--- src/rtl/vga_pkg.sv ---
// Shared timing defaults, default palette and 12-bit RGB packing for the VGA cell display.
package vga_pkg;

  localparam int unsigned HActiveDef   = 640;
  localparam int unsigned HFpDef       = 16;
  localparam int unsigned HSyncDef     = 96;
  localparam int unsigned HBpDef       = 48;
  localparam int unsigned VActiveDef   = 480;
  localparam int unsigned VFpDef       = 10;
  localparam int unsigned VSyncDef     = 2;
  localparam int unsigned VBpDef       = 33;
  localparam int unsigned CellShiftDef = 4;
  localparam int unsigned ColsDef      = 40;
  localparam int unsigned RowsDef      = 30;

  typedef struct packed {
    logic [3:0] r;
    logic [3:0] g;
    logic [3:0] b;
  } rgb_t;

  localparam rgb_t PalDef0 = 12'h000;
  localparam rgb_t PalDef1 = 12'hFFF;
  localparam rgb_t PalDef2 = 12'hF00;
  localparam rgb_t PalDef3 = 12'h00F;

  // Total pixels per line (or lines per frame) including porches and sync.
  function automatic int unsigned line_total(input int unsigned active, input int unsigned fp,
                                             input int unsigned sync, input int unsigned bp);
    return active + fp + sync + bp;
  endfunction

endpackage

--- src/rtl/vga_timing_gen.sv ---
// Pixel/line counters with sync windows, active-area and vertical-blank flags (pipeline stage 0).
module vga_timing_gen
  import vga_pkg::*;
#(
  parameter int unsigned H_ACTIVE = HActiveDef,
  parameter int unsigned H_FP     = HFpDef,
  parameter int unsigned H_SYNC   = HSyncDef,
  parameter int unsigned H_BP     = HBpDef,
  parameter int unsigned V_ACTIVE = VActiveDef,
  parameter int unsigned V_FP     = VFpDef,
  parameter int unsigned V_SYNC   = VSyncDef,
  parameter int unsigned V_BP     = VBpDef,
  parameter bit          SYNC_POL = 1'b0
) (
  input  logic        clk,
  input  logic        reset,
  input  logic        pix_en,
  output logic [11:0] h_cnt,
  output logic [10:0] v_cnt,
  output logic        h_sync,
  output logic        v_sync,
  output logic        active,
  output logic        vblank
);

  localparam int unsigned HTotal = line_total(H_ACTIVE, H_FP, H_SYNC, H_BP);
  localparam int unsigned VTotal = line_total(V_ACTIVE, V_FP, V_SYNC, V_BP);

  localparam logic [11:0] HLast    = 12'(HTotal - 1);
  localparam logic [11:0] HActEnd  = 12'(H_ACTIVE);
  localparam logic [11:0] HsFirst  = 12'(H_ACTIVE + H_FP);
  localparam logic [11:0] HsLast   = 12'(H_ACTIVE + H_FP + H_SYNC - 1);
  localparam logic [10:0] VLast    = 11'(VTotal - 1);
  localparam logic [10:0] VActEnd  = 11'(V_ACTIVE);
  localparam logic [10:0] VsFirst  = 11'(V_ACTIVE + V_FP);
  localparam logic [10:0] VsLast   = 11'(V_ACTIVE + V_FP + V_SYNC - 1);

  logic [11:0] h_q, h_d;
  logic [10:0] v_q, v_d;

  always_ff @(posedge clk) begin
    if (reset) begin
      h_q <= '0;
      v_q <= '0;
    end else begin
      h_q <= h_d;
      v_q <= v_d;
    end
  end

  always_comb begin
    h_d = h_q;
    v_d = v_q;
    if (pix_en) begin
      if (h_q == HLast) begin
        h_d = '0;
        v_d = (v_q == VLast) ? '0 : v_q + 11'd1;
      end else begin
        h_d = h_q + 12'd1;
      end
    end
  end

  always_comb begin
    h_cnt  = h_q;
    v_cnt  = v_q;
    h_sync = ((h_q >= HsFirst) && (h_q <= HsLast)) ? SYNC_POL : ~SYNC_POL;
    v_sync = ((v_q >= VsFirst) && (v_q <= VsLast)) ? SYNC_POL : ~SYNC_POL;
    active = (h_q < HActEnd) && (v_q < VActEnd);
    vblank = (v_q >= VActEnd);
  end

endmodule

--- src/rtl/vga_cell_display.sv ---
// VGA output of a cell-mapped 2-bit framebuffer through a writable 4-entry palette.
// Pipeline: S0 counters/address, S1 cell RAM read, S2 registered outputs (2 pix_en ticks).
module vga_cell_display
  import vga_pkg::*;
#(
  parameter int unsigned H_ACTIVE   = HActiveDef,
  parameter int unsigned H_FP       = HFpDef,
  parameter int unsigned H_SYNC     = HSyncDef,
  parameter int unsigned H_BP       = HBpDef,
  parameter int unsigned V_ACTIVE   = VActiveDef,
  parameter int unsigned V_FP       = VFpDef,
  parameter int unsigned V_SYNC     = VSyncDef,
  parameter int unsigned V_BP       = VBpDef,
  parameter int unsigned CELL_SHIFT = CellShiftDef,
  parameter int unsigned COLS       = ColsDef,
  parameter int unsigned ROWS       = RowsDef,
  parameter bit          SYNC_POL   = 1'b0
) (
  input  logic        clk,
  input  logic        reset,
  input  logic        pix_en,
  input  logic        wr_en,
  input  logic [10:0] wr_addr,
  input  logic [1:0]  wr_data,
  input  logic        pal_we,
  input  logic [1:0]  pal_idx,
  input  logic [11:0] pal_rgb,
  output logic [3:0]  red_out,
  output logic [3:0]  green_out,
  output logic [3:0]  blue_out,
  output logic        h_sync_out,
  output logic        v_sync_out,
  output logic [11:0] h_position,
  output logic [10:0] v_position,
  output logic [10:0] pixel_position,
  output logic        frame_start,
  output logic        vblank
);

  localparam int unsigned Cells    = COLS * ROWS;
  localparam int unsigned AddrW    = $clog2(Cells);
  localparam logic [10:0] CellsEnd = 11'(Cells);

  // Stage 0
  logic [11:0] h0;
  logic [10:0] v0;
  logic        hs0, vs0, act0, vb0;
  logic [10:0] cell_row, cell_col, cell_addr;

  vga_timing_gen #(
    .H_ACTIVE (H_ACTIVE),
    .H_FP     (H_FP),
    .H_SYNC   (H_SYNC),
    .H_BP     (H_BP),
    .V_ACTIVE (V_ACTIVE),
    .V_FP     (V_FP),
    .V_SYNC   (V_SYNC),
    .V_BP     (V_BP),
    .SYNC_POL (SYNC_POL)
  ) u_timing (
    .clk    (clk),
    .reset  (reset),
    .pix_en (pix_en),
    .h_cnt  (h0),
    .v_cnt  (v0),
    .h_sync (hs0),
    .v_sync (vs0),
    .active (act0),
    .vblank (vb0)
  );

  // Address is forced to 0 outside the active area so the RAM index stays in range.
  assign cell_row  = v0 >> CELL_SHIFT;
  assign cell_col  = 11'(h0 >> CELL_SHIFT);
  assign cell_addr = act0 ? (cell_row * 11'(COLS)) + cell_col : '0;

  // Cell RAM: read-first, no reset; out-of-range writes are dropped.
  logic [1:0] cell_mem [Cells];
  logic [1:0] cell_rd_q;

  always_ff @(posedge clk) begin
    if (wr_en && (wr_addr < CellsEnd)) begin
      cell_mem[wr_addr[AddrW-1:0]] <= wr_data;
    end
    if (pix_en) begin
      cell_rd_q <= cell_mem[cell_addr[AddrW-1:0]];
    end
  end

  rgb_t pal_q [4];

  always_ff @(posedge clk) begin
    if (reset) begin
      pal_q[0] <= PalDef0;
      pal_q[1] <= PalDef1;
      pal_q[2] <= PalDef2;
      pal_q[3] <= PalDef3;
    end else if (pal_we) begin
      pal_q[pal_idx] <= pal_rgb;
    end
  end

  // Stage 1 sidebands; s1_valid keeps the flushed (0,0) from raising frame_start.
  logic        s1_valid, s1_act, s1_hs, s1_vs, s1_vb;
  logic [11:0] s1_h;
  logic [10:0] s1_v, s1_addr;

  // Stage 2 outputs
  rgb_t        rgb_q, rgb_d;
  logic        hs_q, vs_q, vb_q, fs_q, fs_d;
  logic [11:0] h_q;
  logic [10:0] v_q, addr_q;

  always_comb begin
    rgb_d = s1_act ? pal_q[cell_rd_q] : '0;
    fs_d  = pix_en && s1_valid && (s1_h == '0) && (s1_v == '0);
  end

  always_ff @(posedge clk) begin
    if (reset) begin
      s1_valid <= 1'b0;
      s1_act   <= 1'b0;
      s1_hs    <= ~SYNC_POL;
      s1_vs    <= ~SYNC_POL;
      s1_vb    <= 1'b0;
      s1_h     <= '0;
      s1_v     <= '0;
      s1_addr  <= '0;
      rgb_q    <= '0;
      hs_q     <= ~SYNC_POL;
      vs_q     <= ~SYNC_POL;
      vb_q     <= 1'b0;
      h_q      <= '0;
      v_q      <= '0;
      addr_q   <= '0;
      fs_q     <= 1'b0;
    end else begin
      fs_q <= fs_d;
      if (pix_en) begin
        s1_valid <= 1'b1;
        s1_act   <= act0;
        s1_hs    <= hs0;
        s1_vs    <= vs0;
        s1_vb    <= vb0;
        s1_h     <= h0;
        s1_v     <= v0;
        s1_addr  <= cell_addr;
        rgb_q    <= rgb_d;
        hs_q     <= s1_hs;
        vs_q     <= s1_vs;
        vb_q     <= s1_vb;
        h_q      <= s1_h;
        v_q      <= s1_v;
        addr_q   <= s1_addr;
      end
    end
  end

  always_comb begin
    red_out        = rgb_q.r;
    green_out      = rgb_q.g;
    blue_out       = rgb_q.b;
    h_sync_out     = hs_q;
    v_sync_out     = vs_q;
    h_position     = h_q;
    v_position     = v_q;
    pixel_position = addr_q;
    frame_start    = fs_q;
    vblank         = vb_q;
  end

endmodule

--- config.mk ---
export PLATFORM = sky130hd
export DESIGN_NAME = vga_cell_display
export DESIGN_NICKNAME = d
export VERILOG_FILES = /design/src/rtl/vga_pkg.sv /design/src/rtl/vga_timing_gen.sv /design/src/rtl/vga_cell_display.sv
export SDC_FILE = /design/constraint.sdc
export NUM_CORES = 2
export LEC_CHECK = 0
export BUFFER_PORTS_ARGS = -buffer_cell sky130_fd_sc_hd__buf_2
export CAP_MARGIN = 20
export CORE_MARGIN = 5
export CORE_UTILIZATION = 57
export DETAILED_ROUTE_END_ITERATION = 10
export PLACE_DENSITY = 0.78
export SLEW_MARGIN = 15
export SYNTH_ARGS = -nofsm -noshare
export SYNTH_HDL_FRONTEND = slang
export SYNTH_SLANG_ARGS = --single-unit
--- constraint.sdc ---
create_clock -name clk -period 3.6 [get_ports clk]
set_clock_uncertainty 0.05 [all_clocks]
set_input_delay 0.18 -clock clk [delete_from_list [all_inputs] [get_ports clk]]
set_output_delay 0.18 -clock clk [all_outputs]
set_load 0.02 [all_outputs]
# Word level (Yosys, flattened, before mapping)
# Memory sizes are Yosys's and may differ from the RTL's. A register that Yosys moved wholly into a read port is not among the register bits.
# Index checks and enable logic that the tools add are counted.
# word_totals
register_bits	112
mem_bits_rw	2448
in_bits	32
output_inout_bits	50
word_cells	63
mem_count	2
# mem_list
name	words	word_bits	rd	rd_clocked_by_memory_dff	wr	line	source
cell_mem	1200	2	1	1	1	vga_cell_display.sv:78	logic [1:0] cell_mem [Cells];
pal_q	4	12	1	0	4	vga_cell_display.sv:90	rgb_t pal_q [4];
# classes
addsub	3
multipliers	1
magnitude_cmp	8
eq_ne	2
n_mux	16
n_reduce_logical	11
# op_table
operator	count
12-bit two-way mux	3
11-bit by 9-bit >= comparator with 1-bit output, second input constant	2
11-bit two-way mux	2
12-bit by 1-bit adder with 12-bit output, second input constant	1
12-bit by 10-bit equality test with 1-bit output, second input constant	1
12-bit by 10-bit >= comparator with 1-bit output, second input constant	1
12-bit by 10-bit less-or-equal comparator with 1-bit output, second input constant	1
12-bit zero test	1
12-bit by 10-bit less-than comparator with 1-bit output, second input constant	1
12-bit OR reduction	1
11-bit by 1-bit adder with 11-bit output, second input constant	1
11-bit by 8-bit adder with 11-bit output	1
11-bit by 10-bit equality test with 1-bit output, second input constant	1
11-bit by 9-bit less-or-equal comparator with 1-bit output, second input constant	1
11-bit zero test	1
11-bit less-than comparator, second input constant	1
11-bit by 9-bit less-than comparator with 1-bit output, second input constant	1
1-bit two-way mux	10
7-bit by 3-bit multiplier with 8-bit output, second input constant	1
1-bit logical AND	7
2-bit two-way mux	1
2-bit AND reduction	1

# Depth between registers and ports, before layout
# depth
depth_word	5
depth_mapped	16
ltp_nobuf	14

# By module
# Synthesis repeated with hierarchy kept, for this count alone.
# hier_totals
cells_unflattened	7525
area_unflattened_um2	106288.2
# modules_own_cells
mod	n_inst	cells_per_inst	area_per_inst_um2	seq_area_each_um2
vga_cell_display	1	7379	105034.5	75352.3
vga_timing_gen	1	146	1253.7	460.4

# Worst setup path before layout
# No wires, ideal clock.
# synth_timing
path_kind	register to register
from	register u_timing.v_q[7] (netlist: u_timing.v_cnt[7])
to	register cell_rd_q[0], read port of cell_mem (data pin)
setup_ps	264
arrival_time_ps	3099
required_time_ps	3286
setup_slack_ps	187
path_stages_with_launch	13
n_path_buf	0
synth_period_minus_slack_ps	3413
cell_sequence	dfxtp_1 > ha_1 > ha_1 > fa_1 > ha_1 > a21oi_1 > xnor2_1 > nor2_1 > nand2_1 > a2111oi_0 > a2111oi_0 > a32oi_1 > o41ai_1
# synth_via
elab_chain_len	3
word_cells_on_any_way	5
cone_classes	add/sub: 1; mul: 1; order compare: 1; mux: 1; reduce/logical: 1
# synth_lines
element	line	source
start, declared	vga_timing_gen.sv:39	logic [10:0] v_q, v_d;
start signal, assigned	vga_timing_gen.sv:47	v_q <= v_d;
7-bit by 3-bit multiplier with 8-bit output or 11-bit by 9-bit less-than comparator with 1-bit output (tied branches)	vga_cell_display.sv:75, vga_timing_gen.sv:69	
11-bit by 8-bit adder with 11-bit output or 1-bit logical AND (tied branches)	vga_cell_display.sv:75, vga_timing_gen.sv:69	
11-bit two-way mux *	vga_cell_display.sv:75	assign cell_addr = act0 ? (cell_row * 11'(COLS)) + cell_col : '0;
end, declared	vga_cell_display.sv:79	logic [1:0] cell_rd_q;
# Mark *: on every way between the ends. The rest lies on a longest branch, timed or not.
# A chain may end at the register's enable or synchronous reset.

# Final worst setup path
# layout_timing
from	register u_timing.v_q[5] (netlist: u_timing.v_cnt[5])
to	register cell_rd_q[1], read port of cell_mem (data pin)
# The elaborated chain is that of the path after synthesis.

==> metrics.md <==
| Metric | Value |
|---|---|
| Pleak | `40.1 nW` |
| Yosys top cell area share | `69.7%` |
| Iter 0 DRT Violations | `roughly 15k` |
| Arr. time, crit path | `about 4.7 ns` |
| Post-Route Setup TNS | `-0.759 ns` |
| Drt via density | `~6.9` |
| CTS Buffer Depth | `3` |
| Initial antenna violation count | `29` |
| Yosys reg bits | `~2.6k` |
| Hold WC Path Type | `input pin to flop` |
| DIE AREA | `194,000 um2` |
| DP HPWL | `between 200,000 and 250,000 um` |
| Tcrit/Tclk final | `113%` |
| Layout area overhead | `18.0%` |
| # rows | `between 150 and 200` |
| Num CTS Buffers | `between 200 and 250` |
| CP startpoint | `u_timing.v_cnt[5]` |
| Grt ovf | `0` |
| Syn avg cell area | `about 14 um2` |
| Gate Count Post-Synth | `~7.5k` |
| Die H | `440 um` |
| Worst r2r dst | `cell_rd_q[1]` |
| Max_slew headroom | `31.0%` |
| Drt total wl | `between 300,000 and 400,000 um` |
| Final hold violation count | `0` |
| WHS Endpoint | `cell_mem[1102][1]` |
| RSZ-0062 raised after global routing | `true` |
| Clock Sinks | `around 2.6k` |
| Top cells by area, synth | `edfxtp_1 70%, nor2_1 5.4%, mux4_2 4.5%` |
| Yosys warning total | `0` |
| Critical Path End Type | `flop` |
| Hold path startpoint | `wr_addr[1]` |
| Main synth FF type | `edfxtp_1` |
| Area leader, netlist | `edfxtp_1` |
| Pwr dens | `approximately 480 nW/um2` |
| Root Buffer | `clkbuf_16` |
| Crit path kind | `flop to flop` |
| Port Buffers | `slightly above 80` |
| FFs w/ async S/R, synth | `0%` |
| Worst stage delay on the critical path | `between 0.3 and 0.4 ns` |
| Worst r2r src | `u_timing.v_cnt[5]` |
| Routed len/inst | `between 30 and 40 um` |
| Worst hold path depth | `6` |
| Register area share after synthesis | `71.8%` |
| Max FO, Critical Path | `4` |
| Yosys cell types | `85` |
| Worst slack, placed | `-1.01 ns` |
| Ports | `just over 80` |
| Vias | `74.9k` |
| Mapped cell area | `~110,000 um2` |
| Pre-antenna DRT Iters | `9` |
| CP Cell Sequence | `ha_1 -> ha_4 -> ha_4 -> o21ai_0 -> or2_2 -> and2_1 -> o21ai_4 -> buf_4 -> nand2_1 -> nor3_1 -> nor4_2 -> and4b_2 -> nor3_4 -> buf_4 -> o311ai_2` |
| Least-Margin Pin Slew | `1.03 ns` |
| # Max-Cap Violations | `0` |
| Number of synthesized flops with an enable pin | `around 2.5k` |
| Critical path required time | `between 4 and 5 ns` |
| Die W | `between 400 and 500 um` |
| Max frequency | `around 0.25 GHz` |
| Critical path's slowest cell | `nor3_1` |
| Layout cell share with drive strength beyond 1 | `between 20% and 30%` |
| Fin. max-slew vios | `0` |
| Pwr Total | `about 60 mW` |
| Final-stage net count | `between 8k and 9k` |
| Residual DRC | `0` |
| Mapped Nets | `approximately 7.6k` |
| Worst-skew pair later-pin latency | `~0.93 ns` |
| Setup crit start kind | `flop` |
| Setup Viol. Count Final | `2` |
| First-pass GRT wire length | `approximately 510,000 um` |
| GRT Total Usage | `37.2%` |
| Outcome | `finished with violations` |
| Core area | `~180,000 um2` |
| Setup WS post-layout | `-0.458 ns` |
| Placer congestion estimate | `around 1.0` |
| CTS tree | `built` |
| Hold WS | `~0.044 ns` |
| Starting Density | `a little under three fifths` |
| H-tree Lvls | `4` |
| Count leader, synth | `edfxtp_1` |
| Final ANT Viol Nets | `0` |
| Failing checks | `setup timing` |
| Worst r2r path cells | `15` |
| Vias in the first global route | `slightly above 70k` |
| Clock slew at reported path FFs | `approximately 0.07 ns` |
| Reg2reg setup slack | `-0.46 ns` |
| Synth cell count leaders | `2,450 x edfxtp_1, 1,532 x nor2_1, 600 x nand2_1, 409 x clkbuf_1, 243 x mux2i_1` |
| Pin count of the biggest net entering global routing | `166` |
| Worst VDD drop | `roughly 0.0006 V` |
| Minimum clock period | `approximately 4.1 ns` |
[timing repair]
item / in CTS / in global routing
hold buffers: 27 / 0
setup endpoints to repair: 2 / 2
cloned: 3 / 3
gates resized for setup: 147 / 89
buffers inserted: 32 / 10
endpoints found under the hold margin: 345 / 0
pin swaps: 39 / 28
[sequential cells by signal, indices dropped and copies added (netlist names), 2 cells and up]
signal          cells
red_out             4
s1_addr            11
s1_h               12
v_position         11
h_position         12
pixel_position     11
blue_out            4
u_timing.v_cnt     11
u_timing.h_cnt     12
green_out           4
s1_v               11
cell_rd_q           2
pal_q              48
cell_mem         2400
[routing by layer]
layer / track usage (%) / part of all wire, % / vias up
li1: - / - / 29800
met4: 21.1 / 7.0 / 25
met5: 0.252 / 0.069 / -
met1: 49.8 / 33 / 36600
met2: 53.5 / 43 / 7045
met3: 12.7 / 16 / 1438
[final cells by class]
class	count	area, um2
Timing Repair Buffer	1004	9230
Clock buffer	280	6290
Tap cell	2480	3100
Inverter	26	100
Antenna cell	21	52.6
Sequential cell	2562	75800
Clock inverter	173	1740
Fill cell	12100	60300
Multi-Input combinational cell	4353	28200
[layout by cell type, fill, tap and decap left out, types with 40 or more instances in the layout]
cell and instances:
mux4_2 210, o211ai_1 41, buf_12 112, nor3_1 65, mux2i_1 243, nand2_1 551, a31oi_1 46, dfxtp_1 107
buf_4 735, clkbuf_16 247, o22ai_1 173, nand2_2 44, a21oi_1 225, buf_2 78, nor2_1 1519, and2_1 40
nand4_1 52, clkinv_1 81, nand3_1 165, edfxtp_1 2450, o21ai_0 187, mux2_2 99
[worst max path at each step]
stage	end	slack, ns	cells after the start
after global placement	cell_rd_q[0]	-0.99	16
after detailed placement	cell_rd_q[0]	-1.01	15
final	cell_rd_q[1]	-0.46	15
after global routing	cell_rd_q[1]	-0.43	15
after CTS	cell_rd_q[1]	-0.25	15
after floorplan	cell_rd_q[0]	0.19	12
[stage by stage]
stage	util (%)	instances	instance area [um2]
global placement	62.0	10300	115000
finish	67.4	10900	125000
detailed placement	62.0	10400	115000
floorplan	-	7544	106000
global route	67.4	10900	124000
CTS	67.0	10900	124000
[power by group]
part / switching [mW] / internal, mW
registers: 0.0239 / 32.7
logic: 0.759 / 0.188
clock network: 11.5 / 14.5
total: 12.3 / 47.3
[logic make-up after synthesis]
family | Yosys count | share of synthesized area (%)
buf+inv | 629 | 2.37
mux | 552 | 7.84
simple gates | 2673 | 10.7
fa+ha+maj | 21 | 0.263
flops | 2562 | 71.8
compound gates | 1081 | 6.78
xor+xnor | 26 | 0.216
[worst max-delay path: cells and delay by family, from the launching register on]
kind	cells	cell delay, ns
compound gates	3	0.46
fa+ha+maj	3	0.83
buf+inv	2	0.33
flops	1	0.31
simple gates	7	1.80
(Power assumes the default switching activity.)
